File: src/rtl/des_round_ctrl.sv
// Round sequencer for the iterative DES datapath: issues load/round/final strobes and the host handshake.
// Optional abort input is enabled with `define DES_ROUND_CTRL_ABORT_EN.
module des_round_ctrl #(
    parameter int unsigned NUM_ROUNDS = 16,
    parameter logic [15:0] SHIFT_MAP  = 16'h8103
) (
    input  logic       clk,
    input  logic       rst_n,
    input  logic       start,
    input  logic       decrypt,
`ifdef DES_ROUND_CTRL_ABORT_EN
    input  logic       abort,
`endif
    output logic       busy,
    output logic       load_en,
    output logic       round_en,
    output logic [3:0] round_idx,
    output logic [1:0] shift_amt,
    output logic       shift_dir,
    output logic       final_en,
    output logic       out_valid,
    input  logic       out_ready
);

    localparam int unsigned RW = 4;
    localparam logic [RW-1:0] LAST_ROUND = RW'(NUM_ROUNDS - 1);

    typedef enum logic [2:0] {
        S_IDLE,
        S_LOAD,
        S_ROUND,
        S_FINAL,
        S_DONE
    } state_t;

    state_t        state_q, state_d;
    logic [RW-1:0] rnd_q, rnd_d;
    logic          mode_q, mode_d;

    logic          busy_d, load_en_d, round_en_d, final_en_d, out_valid_d;
    logic [RW-1:0] round_idx_d;
    logic [1:0]    shift_amt_d;
    logic [RW-1:0] dec_pos;

    // State, counter, mode and registered outputs
    always_ff @(posedge clk or negedge rst_n) begin
        if (!rst_n) begin
            state_q   <= S_IDLE;
            rnd_q     <= '0;
            mode_q    <= 1'b0;
            busy      <= 1'b0;
            load_en   <= 1'b0;
            round_en  <= 1'b0;
            round_idx <= '0;
            shift_amt <= '0;
            shift_dir <= 1'b0;
            final_en  <= 1'b0;
            out_valid <= 1'b0;
        end else begin
            state_q   <= state_d;
            rnd_q     <= rnd_d;
            mode_q    <= mode_d;
            busy      <= busy_d;
            load_en   <= load_en_d;
            round_en  <= round_en_d;
            round_idx <= round_idx_d;
            shift_amt <= shift_amt_d;
            shift_dir <= mode_d;
            final_en  <= final_en_d;
            out_valid <= out_valid_d;
        end
    end

    // Next-state and round counter
    always_comb begin
        state_d = state_q;
        rnd_d   = rnd_q;
        mode_d  = mode_q;
        case (state_q)
            S_IDLE: begin
                if (start) begin
                    state_d = S_LOAD;
                    mode_d  = decrypt;
                end
            end
            S_LOAD: begin
                state_d = S_ROUND;
                rnd_d   = '0;
            end
            S_ROUND: begin
                if (rnd_q == LAST_ROUND) begin
                    state_d = S_FINAL;
                    rnd_d   = '0;
                end else begin
                    rnd_d = rnd_q + RW'(1);
                end
            end
            S_FINAL: state_d = S_DONE;
            S_DONE: begin
                if (out_ready) state_d = S_IDLE;
            end
            default: begin
                state_d = S_IDLE;
                rnd_d   = '0;
            end
        endcase
`ifdef DES_ROUND_CTRL_ABORT_EN
        // Abort wins over the normal transition while the block is in flight
        if (abort && (state_q == S_LOAD || state_q == S_ROUND || state_q == S_FINAL)) begin
            state_d = S_IDLE;
            rnd_d   = '0;
        end
`endif
    end

    // Output decode from next state so every strobe lands in its own state's cycle
    always_comb begin
        busy_d      = 1'b0;
        load_en_d   = 1'b0;
        round_en_d  = 1'b0;
        final_en_d  = 1'b0;
        out_valid_d = 1'b0;
        round_idx_d = '0;
        shift_amt_d = '0;
        dec_pos     = RW'(NUM_ROUNDS - 32'(rnd_d));
        case (state_d)
            S_LOAD: begin
                busy_d    = 1'b1;
                load_en_d = 1'b1;
            end
            S_ROUND: begin
                busy_d      = 1'b1;
                round_en_d  = 1'b1;
                round_idx_d = rnd_d;
                // Decrypt walks the schedule backwards; round 0 uses the unrotated key
                if (!mode_d)
                    shift_amt_d = SHIFT_MAP[rnd_d] ? 2'd1 : 2'd2;
                else if (rnd_d == '0)
                    shift_amt_d = 2'd0;
                else
                    shift_amt_d = SHIFT_MAP[dec_pos] ? 2'd1 : 2'd2;
            end
            S_FINAL: begin
                busy_d     = 1'b1;
                final_en_d = 1'b1;
            end
            S_DONE: begin
                busy_d      = 1'b1;
                out_valid_d = 1'b1;
            end
            default: ;
        endcase
    end

endmodule

File: config.mk
export PLATFORM = sky130hd
export DESIGN_NAME = des_round_ctrl
export DESIGN_NICKNAME = d
export VERILOG_FILES = /design/src/rtl/des_round_ctrl.sv
export SDC_FILE = /design/constraint.sdc
export NUM_CORES = 1
export LEC_CHECK = 0
export CORE_MARGIN = 5
export CORE_UTILIZATION = 31
export DETAILED_ROUTE_END_ITERATION = 7
export SETUP_SLACK_MARGIN = 0.15
export SYNTH_ARGS = -nofsm -noshare
export SYNTH_HDL_FRONTEND = slang
export SYNTH_SLANG_ARGS = --single-unit
File: constraint.sdc
create_clock -name clk -period 2.1 [get_ports clk]
set_input_delay 0.315 -clock clk [delete_from_list [all_inputs] [get_ports clk]]
set_output_delay 0.315 -clock clk [all_outputs]
set_load 0.03 [all_outputs]
=== Word-level counts from Yosys, hierarchy flattened ===
Memory sizes are Yosys's and may differ from the RTL's.
Cells that the tools add are included.

* Output and inout bits: 12
* Latch bits: 0
* Input bits: 5
* Word-level logic and storage cells: 50
* Bits in writable memories: 0
* Register bits after elaboration: 19
* Bits in read-only memories: 32
* Memories kept: 2

{| class="wikitable"
|+ Memories
! memory !! depth !! width !! rd ports !! clocked after memory_dff !! write ports !! line !! text
|-
| (no name shown) || 16 || 1 || 1 || 0 || 0 || 141 || <nowiki>shift_amt_d = SHIFT_MAP[dec_pos] ? 2'd1 : 2'd2;</nowiki>
|-
| (no name shown) || 16 || 1 || 1 || 0 || 0 || 137 || <nowiki>shift_amt_d = SHIFT_MAP[rnd_d] ? 2'd1 : 2'd2;</nowiki>
|}

* Shift operators: 0
* Reduce and logical (&&, ||, !) cells: 4
* Equal/unequal tests: 9
* Mux-type cells: 21
* $add $sub $neg: 2
* Bitwise operators: 0
* Div/mod/pow operators: 0
* Order comparisons: 2
* Multipliers: 0

{| class="wikitable"
|+ Operators with widths
! kind !! count
|-
| 3-bit one-hot mux with 5 select lines || 1
|-
| 3-bit by 2-bit equality test with 1-bit output, second input constant || 4
|-
| 4-bit by 5-bit less-than comparator with 1-bit output, second input constant || 2
|-
| 2-bit 2-to-1 mux || 5
|-
| 1-bit 2-to-1 mux || 9
|-
| 3-bit 2-to-1 mux || 3
|-
| 4-bit 2-to-1 mux || 2
|-
| 4-bit one-hot mux with 2 select lines || 1
|-
| 3-bit by 1-bit equality test with 1-bit output, second input constant || 2
|-
| 3-bit equality test, second input constant || 2
|-
| 4-bit by 1-bit adder with 4-bit output, second input constant || 1
|-
| 4-bit equality test, second input constant || 1
|-
| 4-bit zero test || 1
|-
| 4-bit OR reduction || 1
|-
| 1-bit by 4-bit subtractor with 4-bit output, first input constant || 1
|-
| 3-bit zero test || 1
|-
| 3-bit OR reduction || 1
|}

=== Longest topological paths before layout ===
Gate-level depths: netlist of the first run.

* Word-level depth: 10
* Mapped depth: 10
* Gate-level depth less buffers: 10

=== Worst setup path before layout of the first run ===
OpenSTA, ideal clock, no wires.

* Kind: register -> register
* Start: register rnd_q[0]
* End: register shift_amt[0]
* Clock period less this slack: 2.266 ns
* Path buffers: 0
* Path slack: -0.166 ns
* Cell stages (with the launch flop): 10
* Setup time: 0.078 ns
* Data required time: 2.022 ns
* Arrival time: 2.188 ns
* Path through: dfrtp_1 -> ha_1 -> and3_1 -> or4_4 -> inv_2 -> nor2_1 -> ha_1 -> nor4_1 -> a211oi_1 -> o2bb2ai_1

* Word-level cells in the longest chain between the ends: 10
* Elaborated cells on any way between the ends: 18
* Those cells by class: 2 x add/sub; 2 x eq/ne; 11 x mux; 1 x reduce/logical; 2 x memory

{| class="wikitable"
|+ Ends and longest elaborated chain
! what !! line !! text
|-
| start: declaration || 37 || <nowiki>logic [RW-1:0] rnd_q, rnd_d;</nowiki>
|-
| start signal: assignment || 61 || <nowiki>rnd_q <= rnd_d;</nowiki>
|-
| 4-bit by 1-bit adder with 4-bit output / 4-bit equality test (equally long branches) || 95, 91 ||
|-
| 4-bit 2-to-1 mux || 91 || <nowiki>if (rnd_q == LAST_ROUND) begin</nowiki>
|-
| 4-bit one-hot mux with 2 select lines || 79 || <nowiki>case (state_q)</nowiki>
|-
| 1-bit by 4-bit subtractor with 4-bit output || 125 || <nowiki>dec_pos = RW'(NUM_ROUNDS - 32'(rnd_d));</nowiki>
|-
| memory read 16 x 1 bit || n/a ||
|-
| 1-bit 2-to-1 mux (implied by the code) || 141 ||
|-
| 2-bit 2-to-1 mux || 141 ||
|-
| 2-bit 2-to-1 mux || 138 || <nowiki>else if (rnd_d == '0)</nowiki>
|-
| 2-bit 2-to-1 mux || 136 || <nowiki>if (!mode_d)</nowiki>
|-
| 2-bit 2-to-1 mux * || 126 || <nowiki>case (state_d)</nowiki>
|-
| via shift_amt_d[0] || 42 || <nowiki>logic [1:0] shift_amt_d;</nowiki>
|-
| end signal: assignment || 67 || <nowiki>shift_amt <= shift_amt_d;</nowiki>
|-
| end: declaration || 18 || <nowiki>output logic [1:0] shift_amt,</nowiki>
|}

Mark *: on every way through the listed nets, which the timed path passes. The rest lies on a longest branch. The select of a mux whose other input is x is not followed.

=== Worst setup path in the final report of the first run ===
* Start: register rnd_q[1]
* End: register shift_amt[1]

Same word-level chain as after synthesis.

==> key figures, run 1 <==
Clock network
  – Clk buf depth: 2
  – Worst-Skew Late Latency: 0.31 ns
  – H-tree Lvls: 1
  – Clk pin slew, worst setup/hold paths: around 0.11 ns
  – CTS tree: yes
  – Clk sinks: 19
  – CTS buffer count: 3
  – Clock Tree Root: clkbuf_4

Synthesis
  – Post-synthesis instance total: 94
  – Post-synthesis cell type count: between 40 and 50
  – Mapped Avg Cell Area: 10.93 µm²
  – Yosys warning count: 0
  – Syn Nets: between 100 and 150
  – Number of flops mapped to enable cells by yosys: 0
  – Cell area after synthesis: 0.001027 mm²
  – Post-synthesis sequential element count: 19
  – Synth Flop Type: dfrtp_1
  – Async S/R FF share, synth: 100.0%
  – Register area share after synthesis: between 40% and 50%

STA
  – Fin crit share: 99.89%
  – # setup viols final: 0
  – Maximum achievable frequency: ~480 MHz
  – Fin. Hold Viols: 0
  – Slew margin rel.: 74.63%
  – Post-route clock skew: between 0.006 and 0.007 ns
  – Min Clock Period, post-route: 2.098 ns
  – RSZ-0062 raised after global routing: yes
  – Worst-margin pin slew: roughly 0.38 ns
  – Count of final max-slew check failures: 0

Layout
  – Finished Layout Cells: between 150 and 200
  – Most frequent cells in the layout: buf_4 (19), dfrtp_1 (18), clkdlybuf4s50_1 (16), inv_1 (5), nor2_1 (4)
  – Storage element area: 476.7 µm²
  – Syn-to-layout area delta: 40.56%
  – Final core utilization: between 40% and 50%
  – Final nets: 138
  – Commonest non-fill, non-tap cell in the layout: buf_4
  – Filler Cells Inserted: between 300 and 400
  – Area of the multi-input gates: between 500 and 600 µm²
  – Share of post-route cells with drive strength above 1: a little over a third
  – Antenna cells: 0

Die
  – Die width: between 60 and 70 µm
  – CORE AREA: 0.003284 mm²
  – Ports: 17
  – Die height: 67.57 µm
  – Initial Utilization: a little under a third
  – Die footprint: 0.004565 mm²
  – Row Count: 21

Detailed routing
  – Drc violations: 0
  – Routed Antenna Nets: 0
  – Routed WL: around 2400 µm
  – 1st-iter DRT viols: 34
  – DR vias: a little under 900
  – Wire length per cell: 13.62 µm
  – Vias per std cell: 4.966
  – Initial DRT Pass Iterations: 4

Worst setup path
  – Critical R2R Launch: rnd_q[1]
  – Crit Path Class: reg2reg
  – Worst EP arrival: approximately 2.3 ns
  – CP required: 2.31 ns
  – R2r setup slk: ~0.0023 ns
  – Crit-path max cell delay: approximately 0.45 ns
  – R2r endpoint: shift_amt[1]
  – Crit path capture type: flop
  – Crit Path Max Fanout: 4
  – Crit path launch type: flop
  – Slowest cell on crit path: or4_4
  – Cell family with most CP delay: simple AND/OR/NAND/NOR gates
  – Worst-case reg-to-reg path depth: 9
  – Crit-path cells: ha_2, and3_4, or4_4, inv_4, nor2_4, ha_4, nor3_1, o21ai_1, and4b_1
  – Worst Path Buf+Inv: 1

Pwr
  – Sequential Power Share: about a quarter
  – Internal power: between 1 and 1.5 mW
  – Sw power: about 1.1 mW
  – Logic pwr share: 67.5%
  – Sw frac: a little over two fifths
  – Clock power frac: slightly above 8%
  – Maximum VDD drop: a little over 0.0009 V
  – Leak: approximately 0.63 nW
  – P per Cell Area: ~1700 mW/mm²

GRT
  – Gr ovfl total: 0
  – Initial antenna violation count: 0
  – Total GRT Usage: a little under an eighth
  – First-pass GRT wire length: about 4000 µm
  – Met3 usage in global routing: 2.496%
  – Global-route met1 utilization: roughly 15%
  – Vias in the first global route: between 800 and 900
  – Pin count of the biggest net entering global routing: 20
  – GR Util met2: between 10% and 20%
  – Most used routing layer: met2

Job
  – Max-Cap Viols: 0

Placed design
  – Final Wtd Congestion: around 0.86
  – # placed instances: 170
  – PortBufs: 16
  – Dpl hpwl: ~1800 µm

Hold path
  – Hold crit path type: in2async

Outcome
  – Status: finished clean
[worst max-delay path by stage]
stage	startpoint	end	cells after the start
4_1_cts	rnd_q[1]	shift_amt[0]	9
3_3_place_gp	state_q[0]	shift_amt[0]	7
3_5_place_dp	state_q[0]	shift_amt[0]	7
2_1_floorplan	rnd_q[1]	shift_amt[0]	9
5_1_grt	rnd_q[1]	shift_amt[0]	10
6_report	rnd_q[1]	shift_amt[1]	9
[logic make-up (layout without fill, tap and decap cells)]
family / Yosys count / in the layout / share of synthesized area [%]
compound gates: 18 / 18 / 16.69
xor+xnor: 2 / 2 / 1.706
fa+ha+maj: 3 / 3 / 3.654
buf+inv: 12 / 47 / 5.725
flops: 19 / 19 / 46.29
mux: 4 / 4 / 3.898
simple gates: 36 / 36 / 22.05
[synth_stat cells (all sizes together), types with 2 or more instances]
library cell / count / area (µm²)
a32o: 2 / 20.02
and2: 3 / 18.77
and3: 2 / 12.51
buf: 4 / 28.78
dfrtp: 19 / 475.5
ha: 3 / 37.54
inv: 8 / 30.03
mux2i: 4 / 40.04
nand2: 2 / 7.510
nand2b: 3 / 21.27
nand3: 3 / 15.01
nor2: 6 / 22.52
nor2b: 3 / 18.77
nor3: 3 / 15.01
nor4: 2 / 12.51
o21ai: 3 / 15.01
xnor2: 2 / 17.52
[routing by layer]
layer,part of all wire [%],vias to the layer above
met5,0,-
met4,1.2,0
met3,5.2,4
met2,48,25
met1,45,426
li1,-,414
[state kept, by name, summed over array words and instances (netlist names)]
name and flops:
final_en 1, shift_amt 2, mode_q 1, load_en 1, round_idx 4, state_q 3
out_valid 1, round_en 1, rnd_q 4, busy 1
[power by group through the flow]
stage	sequential, mW	combinational [mW]	clock (mW)
2_1_floorplan	0.733	0.797	0
3_3_place_gp	0.586	1.41	0
3_5_place_dp	0.591	1.45	0
4_1_cts	0.585	1.58	0.198
5_1_grt	0.607	1.75	0.219
6_report	0.588	1.62	0.193
[final cells by class]
cell class                 count  share of cell area, %
multi-input combinational     63                  37.70
sequential                    19                  33.02
timing repair buffer          35                  20.97
tap                           46                  3.986
inverter                       8                  2.253
clock buffer                   3                  1.560
clock inverter                 1                 0.5199
[metrics by stage]
stage	total power [mW]	instance area (µm²)	setup TNS, ns	hold WS (ns)	worst slack, ns
6_report	2.401	1444	0	0.3265	0.002330
4_1_cts	2.364	1428	0	0.3379	0.01291
2_1_floorplan	1.530	1040	-0.01410	0.01941	-0.01410
5_1_grt	2.581	1444	-0.1781	0.3409	-0.09304
3_3_place_gp	1.996	1364	-0.05478	0.6071	-0.05478
3_5_place_dp	2.043	1364	-0.1164	0.5886	-0.06751
[what timing repair did]
action | in CTS | in global routing
hold buffers | 0 | 0
gates cloned | 0 | 0
endpoints found under the hold margin | 0 | 0
setup buffers | 1 | 0
pin swaps | 1 | 0
endpoints found under the setup margin | 2 | 2
gates resized for setup | 5 | 5
Note: power is estimated with default switching activity, not from simulation.
==> run 2: changes to the inputs <==
- PLACE_DENSITY: unset -> 0.52
==> key figures, run 2 (same netlist as run 1, synthesis figures left out) <==
STA
  – Maximum achievable frequency: 476.3 MHz (was 476.7 MHz)
  – Worst-margin pin slew: 0.3846 ns (was 0.3797 ns)
  – Fin crit share: 99.98% (was 99.89%)
  – Post-route clock skew: 0.002412 ns (was 0.006446 ns)
  – Min Clock Period, post-route: 2.100 ns (was 2.098 ns)
  – Total Neg Setup Slack: 0 ns (unchanged)
  – Slew margin rel.: 74.36% (was 74.63%)
  – # setup viols final: 0 (unchanged)
  – Count of final max-slew check failures: 0 (unchanged)
  – RSZ-0062 raised after global routing: yes (unchanged)
  – Fin. Hold Viols: 0 (unchanged)

Worst setup path
  – Crit-path max cell delay: 0.44 ns (was 0.45 ns)
  – Slowest cell on crit path: or4_4 (unchanged)
  – CP Depth: 9 (unchanged)
  – Crit path launch type: flop (unchanged)
  – Worst Path Buf+Inv: 1 (unchanged)
  – Crit Path Class: reg2reg (unchanged)
  – Worst EP arrival: 2.33 ns (was 2.31 ns)
  – Crit Path Max Fanout: 4 (unchanged)
  – Crit-path cells: ha_2, and3_4, or4_4, inv_4, nor2_4, ha_4, mux2i_2, o32ai_2, and4b_1 (was ha_2, and3_4, or4_4, inv_4, nor2_4, ha_4, nor3_1, o21ai_1, and4b_1)
  – Cell family with most CP delay: simple AND/OR/NAND/NOR gates (unchanged)
  – Worst-case reg-to-reg path depth: 9 (unchanged)
  – CP required: 2.33 ns (was 2.31 ns)
  – Crit path capture type: flop (unchanged)

Detailed routing
  – Wire length per cell: 12.82 µm (was 13.62 µm)
  – Vias per std cell: 4.749 (was 4.966)
  – Routed Antenna Nets: 0 (unchanged)
  – Initial DRT Pass Iterations: 4 (unchanged)
  – DR vias: 831 (was 869)
  – 1st-iter DRT viols: 25 (was 34)
  – Routed WL: 2243 µm (was 2384 µm)
  – Drc violations: 0 (unchanged)

Clock network
  – Clock Tree Root: clkbuf_4 (unchanged)
  – Clk buf depth: 2 (unchanged)
  – Worst-Skew Late Latency: 0.29 ns (was 0.31 ns)
  – CTS buffer count: 3 (unchanged)
  – CTS tree: yes (unchanged)
  – Clk pin slew, worst setup/hold paths: 0.11 ns (about the same)
  – Clk sinks: 19 (unchanged)
  – H-tree Lvls: 1 (unchanged)

GRT
  – Total GRT Usage: 11.02% (was 11.73%)
  – Gr ovfl total: 0 (unchanged)
  – Vias in the first global route: 839 (was 864)
  – Pin count of the biggest net entering global routing: 20 (unchanged)
  – First-pass GRT wire length: 3829 µm (was 4008 µm)
  – Initial antenna violation count: 0 (unchanged)

Die
  – Initial Utilization: 31.28% (unchanged)
  – CORE AREA: 0.003284 mm² (unchanged)
  – Ports: 17 (unchanged)
  – Die width: 67.57 µm (unchanged)
  – Row Count: 21 (unchanged)
  – Die footprint: 0.004565 mm² (unchanged)
  – Die height: 67.57 µm (unchanged)

Pwr
  – Maximum VDD drop: 0.0009144 V (was 0.0009283 V)
  – Leak: 0.6337 nW (was 0.6314 nW)
  – P per Cell Area: 1620 mW/mm² (was 1663 mW/mm²)

Job
  – Max-Cap Viols: 0 (unchanged)

Placed design
  – Area after DPL: 0.001364 mm² (unchanged)
  – Dpl hpwl: 1758 µm (was 1807 µm)
  – PortBufs: 16 (unchanged)
  – Final Wtd Congestion: 0.7581 (was 0.8649)

Layout
  – Final nets: 138 (unchanged)
  – Filler Cells Inserted: 330 (was 309)
  – Final core utilization: 44.65% (was 43.96%)
  – Most frequent cells in the layout: dfrtp_1 (19), buf_4 (18), clkdlybuf4s50_1 (16), nor2_1 (5), inv_1 (4) (was buf_4 (19), dfrtp_1 (18), clkdlybuf4s50_1 (16), inv_1 (5), nor2_1 (4))
  – Syn-to-layout area delta: 42.75% (was 40.56%)
  – Biggest regs: rnd_q (4), round_idx (4), state_q (3) (unchanged)
  – Area of the multi-input gates: 566.8 µm² (was 544.3 µm²)
  – Commonest non-fill, non-tap cell in the layout: dfrtp_1 (was buf_4)
  – Share of post-route cells with drive strength above 1: 37.98% (was 34.88%)
  – Antenna cells: 0 (unchanged)
  – Storage element area: 475.5 µm² (was 476.7 µm²)
  – Final Instance Area: 0.001466 mm² (was 0.001444 mm²)

Outcome
  – Status: finished clean (unchanged)

Hold path
  – Hold crit path type: in2async (unchanged)
[run 2: cell count changes in the layout (fill, tap and decap cells not counted), sizes merged]
cell      delta
clkinv       +1
clkinvlp     -1
[run 2: worst paths after layout]
kind	startpoint	endpoint	slack (ns)
worst max-delay path	rnd_q[1]	shift_amt[1]	0.0004
worst min-delay path	rst_n	round_idx[2]	0.34
worst max register to register	rnd_q[1]	shift_amt[1]	0.0004
worst min register to register	state_q[2]	state_q[1]	0.64
max in group asynchronous	rst_n	round_en	1.56
min in group clk	start	load_en	0.60
[run 2: metal layers]
layer	vias to the layer above	GRT usage (%)	part of all wire (%)
met3	0	1.498	3.6
met5	-	0	0
li1	414	-	-
met1	403	14.84	45
met2	14	18.35	51
met4	0	3.038	0
[run 2: layout make-up]
cell class	count	area share (%)
multi-input combinational	63	38.65
timing repair buffer	35	20.90
clock buffer	3	1.536
tap	46	3.925
inverter	8	2.218
sequential	19	32.42
clock inverter	1	0.3413
[run 2: worst reg2reg max path, delay by kind of cell (launching register included)]
| kind | cells | cell delay (ns) |
|---|---|---|
| AO/OA/AOI/OAI | 1 | 0.11 |
| adder cells (fa/ha/maj) | 2 | 0.37 |
| buffers and inverters | 1 | 0.09 |
| flip-flops | 1 | 0.40 |
| multiplexers | 1 | 0.17 |
| AND/OR/NAND/NOR | 4 | 0.91 |
[run 2: timing repair]
action,in CTS,in global routing
endpoints found under the setup margin,2,2
setup buffers,0,1
resized for setup,8,8
hold buffers,0,0
pin swaps,1,1
[run 2: power breakdown]
group,internal (mW),switching (mW),leakage [nW],total (mW)
sequential,0.491,0.0763,0.250,0.567
combinational,0.785,0.843,0.366,1.63
clock,0.0707,0.110,0.0177,0.180
[run 2: through the flow]
step | cells | hold slack [ns] | setup slack, ns | power (mW)
3_3_place_gp | 170 | 0.5904 | -0.04576 | 2.014
2_1_floorplan | 94 | 0.01941 | -0.01410 | 1.530
5_1_grt | 175 | 0.3411 | -0.07563 | 2.568
4_1_cts | 174 | 0.3395 | 0.02185 | 2.332
3_5_place_dp | 170 | 0.5908 | -0.03493 | 2.036
6_report | 175 | 0.3399 | 0.0004368 | 2.376
==> run 3: changes to the inputs <==
- HOLD_SLACK_MARGIN: unset -> 0.08
- RECOVER_POWER: unset -> 25
==> key figures, run 3 (same netlist as run 1, synthesis figures left out) <==
Detailed routing
  – Initial DRT Pass Iterations: 4 (unchanged)
  – Routed WL: 2242 µm (was 2243 µm)
  – Routed Antenna Nets: 0 (unchanged)
  – 1st-iter DRT viols: 25 (unchanged)
  – Vias per std cell: 4.749 (unchanged)
  – Wire length per cell: 12.81 µm (was 12.82 µm)
  – DR vias: 831 (unchanged)
  – Drc violations: 0 (unchanged)

Layout
  – Final nets: 138 (unchanged)
  – Most frequent cells in the layout: dfrtp_1 (19), buf_4 (17), clkdlybuf4s50_1 (15), nor2_1 (5), inv_1 (4) (was dfrtp_1 (19), buf_4 (18), clkdlybuf4s50_1 (16), nor2_1 (5), inv_1 (4))
  – Share of post-route cells with drive strength above 1: 37.21% (was 37.98%)
  – Biggest regs: rnd_q (4), round_idx (4), state_q (3) (unchanged)
  – Antenna cells: 0 (unchanged)
  – Syn-to-layout area delta: 42.39% (was 42.75%)
  – Filler Cells Inserted: 331 (was 330)
  – Final Instance Area: 0.001463 mm² (was 0.001466 mm²)
  – Commonest non-fill, non-tap cell in the layout: dfrtp_1 (unchanged)

Die
  – Die width: 67.57 µm (unchanged)
  – Initial Utilization: 31.28% (unchanged)
  – Ports: 17 (unchanged)
  – Die height: 67.57 µm (unchanged)
  – Die footprint: 0.004565 mm² (unchanged)
  – CORE AREA: 0.003284 mm² (unchanged)
  – Row Count: 21 (unchanged)

GRT
  – Initial antenna violation count: 0 (unchanged)
  – First-pass GRT wire length: 3829 µm (unchanged)
  – Vias in the first global route: 839 (unchanged)
  – Total GRT Usage: 11.02% (unchanged)
  – Pin count of the biggest net entering global routing: 20 (unchanged)
  – Gr ovfl total: 0 (unchanged)

STA
  – Min Clock Period, post-route: 2.100 ns (unchanged)
  – Final hold slack: 0.5983 ns (was 0.3399 ns)
  – # setup viols final: 0 (unchanged)
  – Count of final max-slew check failures: 0 (unchanged)
  – Slew margin rel.: 33.15% (was 74.36%)
  – Post-route clock skew: 0.002412 ns (unchanged)
  – RSZ-0062 raised after global routing: yes (unchanged)
  – Final WS setup: 0.0004368 ns (unchanged)
  – Fin crit share: 99.98% (unchanged)
  – Maximum achievable frequency: 476.3 MHz (unchanged)
  – Worst-margin pin slew: 1.003 ns (was 0.3846 ns)
  – Fin. Hold Viols: 0 (unchanged)

Clock network
  – Clk buf depth: 2 (unchanged)
  – CTS tree: yes (unchanged)
  – H-tree Lvls: 1 (unchanged)
  – Clk pin slew, worst setup/hold paths: 0.11 ns (about the same)
  – Clk sinks: 19 (unchanged)
  – CTS buffer count: 3 (unchanged)
  – Worst-Skew Late Latency: 0.29 ns (about the same)
  – Clock Tree Root: clkbuf_4 (unchanged)

Worst setup path
  – CP required: 2.33 ns (about the same)
  – Worst-case reg-to-reg path depth: 9 (unchanged)
  – Worst EP arrival: 2.33 ns (about the same)
  – Crit path capture type: flop (unchanged)
  – Critical R2R Launch: rnd_q[1] (unchanged)
  – Crit Path Class: reg2reg (unchanged)
  – Crit path launch type: flop (unchanged)
  – Crit Path Max Fanout: 4 (unchanged)
  – R2r endpoint: shift_amt[1] (unchanged)
  – R2r setup slk: 0.0004 ns (about the same)

Pwr
  – Leak: 0.6303 nW (was 0.6337 nW)
  – Maximum VDD drop: 0.0009144 V (about the same)
  – P per Cell Area: 1624 mW/mm² (was 1620 mW/mm²)

Placed design
  – PortBufs: 16 (unchanged)
  – Final Wtd Congestion: 0.7581 (unchanged)
  – Dpl hpwl: 1758 µm (unchanged)
  – Area after DPL: 0.001364 mm² (unchanged)
  – DP Worst Slack: -0.03493 ns (unchanged)

Hold path
  – Hold crit path type: in2reg (was in2async)
  – Min-delay src: start
  – Hold EP: load_en
  – Hold Path Depth: 2

Job
  – Max-Cap Viols: 0 (unchanged)

Outcome
  – Status: finished clean (unchanged)
## run 3: cell count changes in the layout (fill, tap and decap cells not counted)
cell	before	now
clkdlybuf4s50_1	16	15
clkbuf_1	0	1
buf_4	18	17
dlygate4sd3_1	0	1
## run 3: power breakdown
part           internal (mW)  total (mW)  switching (mW)
Clock                 0.0707       0.180           0.110
Sequential             0.491       0.567          0.0763
Combinational          0.784        1.63           0.843
## run 3: how the worst max path moves through the flow
| stage | start | end | slack, ns | cells after the start |
|---|---|---|---|---|
| 6_report | rnd_q[1] | shift_amt[1] | 0.0004 | 9 |
| 3_5_place_dp | rnd_q[1] | shift_amt[0] | -0.03 | 9 |
| 2_1_floorplan | rnd_q[1] | shift_amt[0] | -0.01 | 9 |
| 4_1_cts | rnd_q[1] | shift_amt[1] | 0.02 | 9 |
| 3_3_place_gp | rnd_q[1] | shift_amt[0] | -0.05 | 9 |
| 5_1_grt | rnd_q[1] | shift_amt[0] | -0.08 | 9 |
## run 3: metal layers
| metal | share of wire [%] | wire (µm) | track usage (%) | vias to the layer above |
|---|---|---|---|---|
| met5 | 0 | 0 | 0 | - |
| met4 | 0 | 0 | 3.038 | 0 |
| met3 | 3.6 | 80 | 1.498 | 0 |
| met2 | 51 | 1145 | 18.35 | 14 |
| met1 | 45 | 1015 | 14.84 | 403 |
| li1 | - | - | - | 414 |
## run 3: area by class of cell
class / count / area (µm²) / share of cell area [%]
timing repair buffer: 35 / 302.8 / 20.70
sequential: 19 / 475.5 / 32.51
clock inverter: 1 / 5.005 / 0.3422
inverter: 8 / 32.53 / 2.224
tap: 46 / 57.56 / 3.935
multi-input combinational: 63 / 566.8 / 38.75
clock buffer: 3 / 22.52 / 1.540
## run 3: stage by stage
stage	power, mW	setup TNS (ns)	std cells	util, %
2_1_floorplan	1.530	-0.01410	94	-
3_3_place_gp	2.014	-0.04576	170	41.52
3_5_place_dp	2.036	-0.03493	170	41.52
4_1_cts	2.332	0	174	43.39
5_1_grt	2.566	-0.1248	175	44.53
6_report	2.375	0	175	44.53
## run 3: critical path, stage by stage (launching register included)
cell     delay (ns)
dfrtp_1        0.40
ha_2           0.19
and3_4         0.18
or4_4          0.44
inv_4          0.09
nor2_4         0.04
ha_4           0.18
mux2i_2        0.17
o32ai_2        0.11
and4b_1        0.25
## run 3: timing repair
item	in CTS	in global routing
setup buffers	0	1
pin swaps	1	1
endpoints found under the setup margin	2	2
hold endpoints to repair	0	0
resized for setup	8	8
gates cloned	0	0
hold buffers	0	0
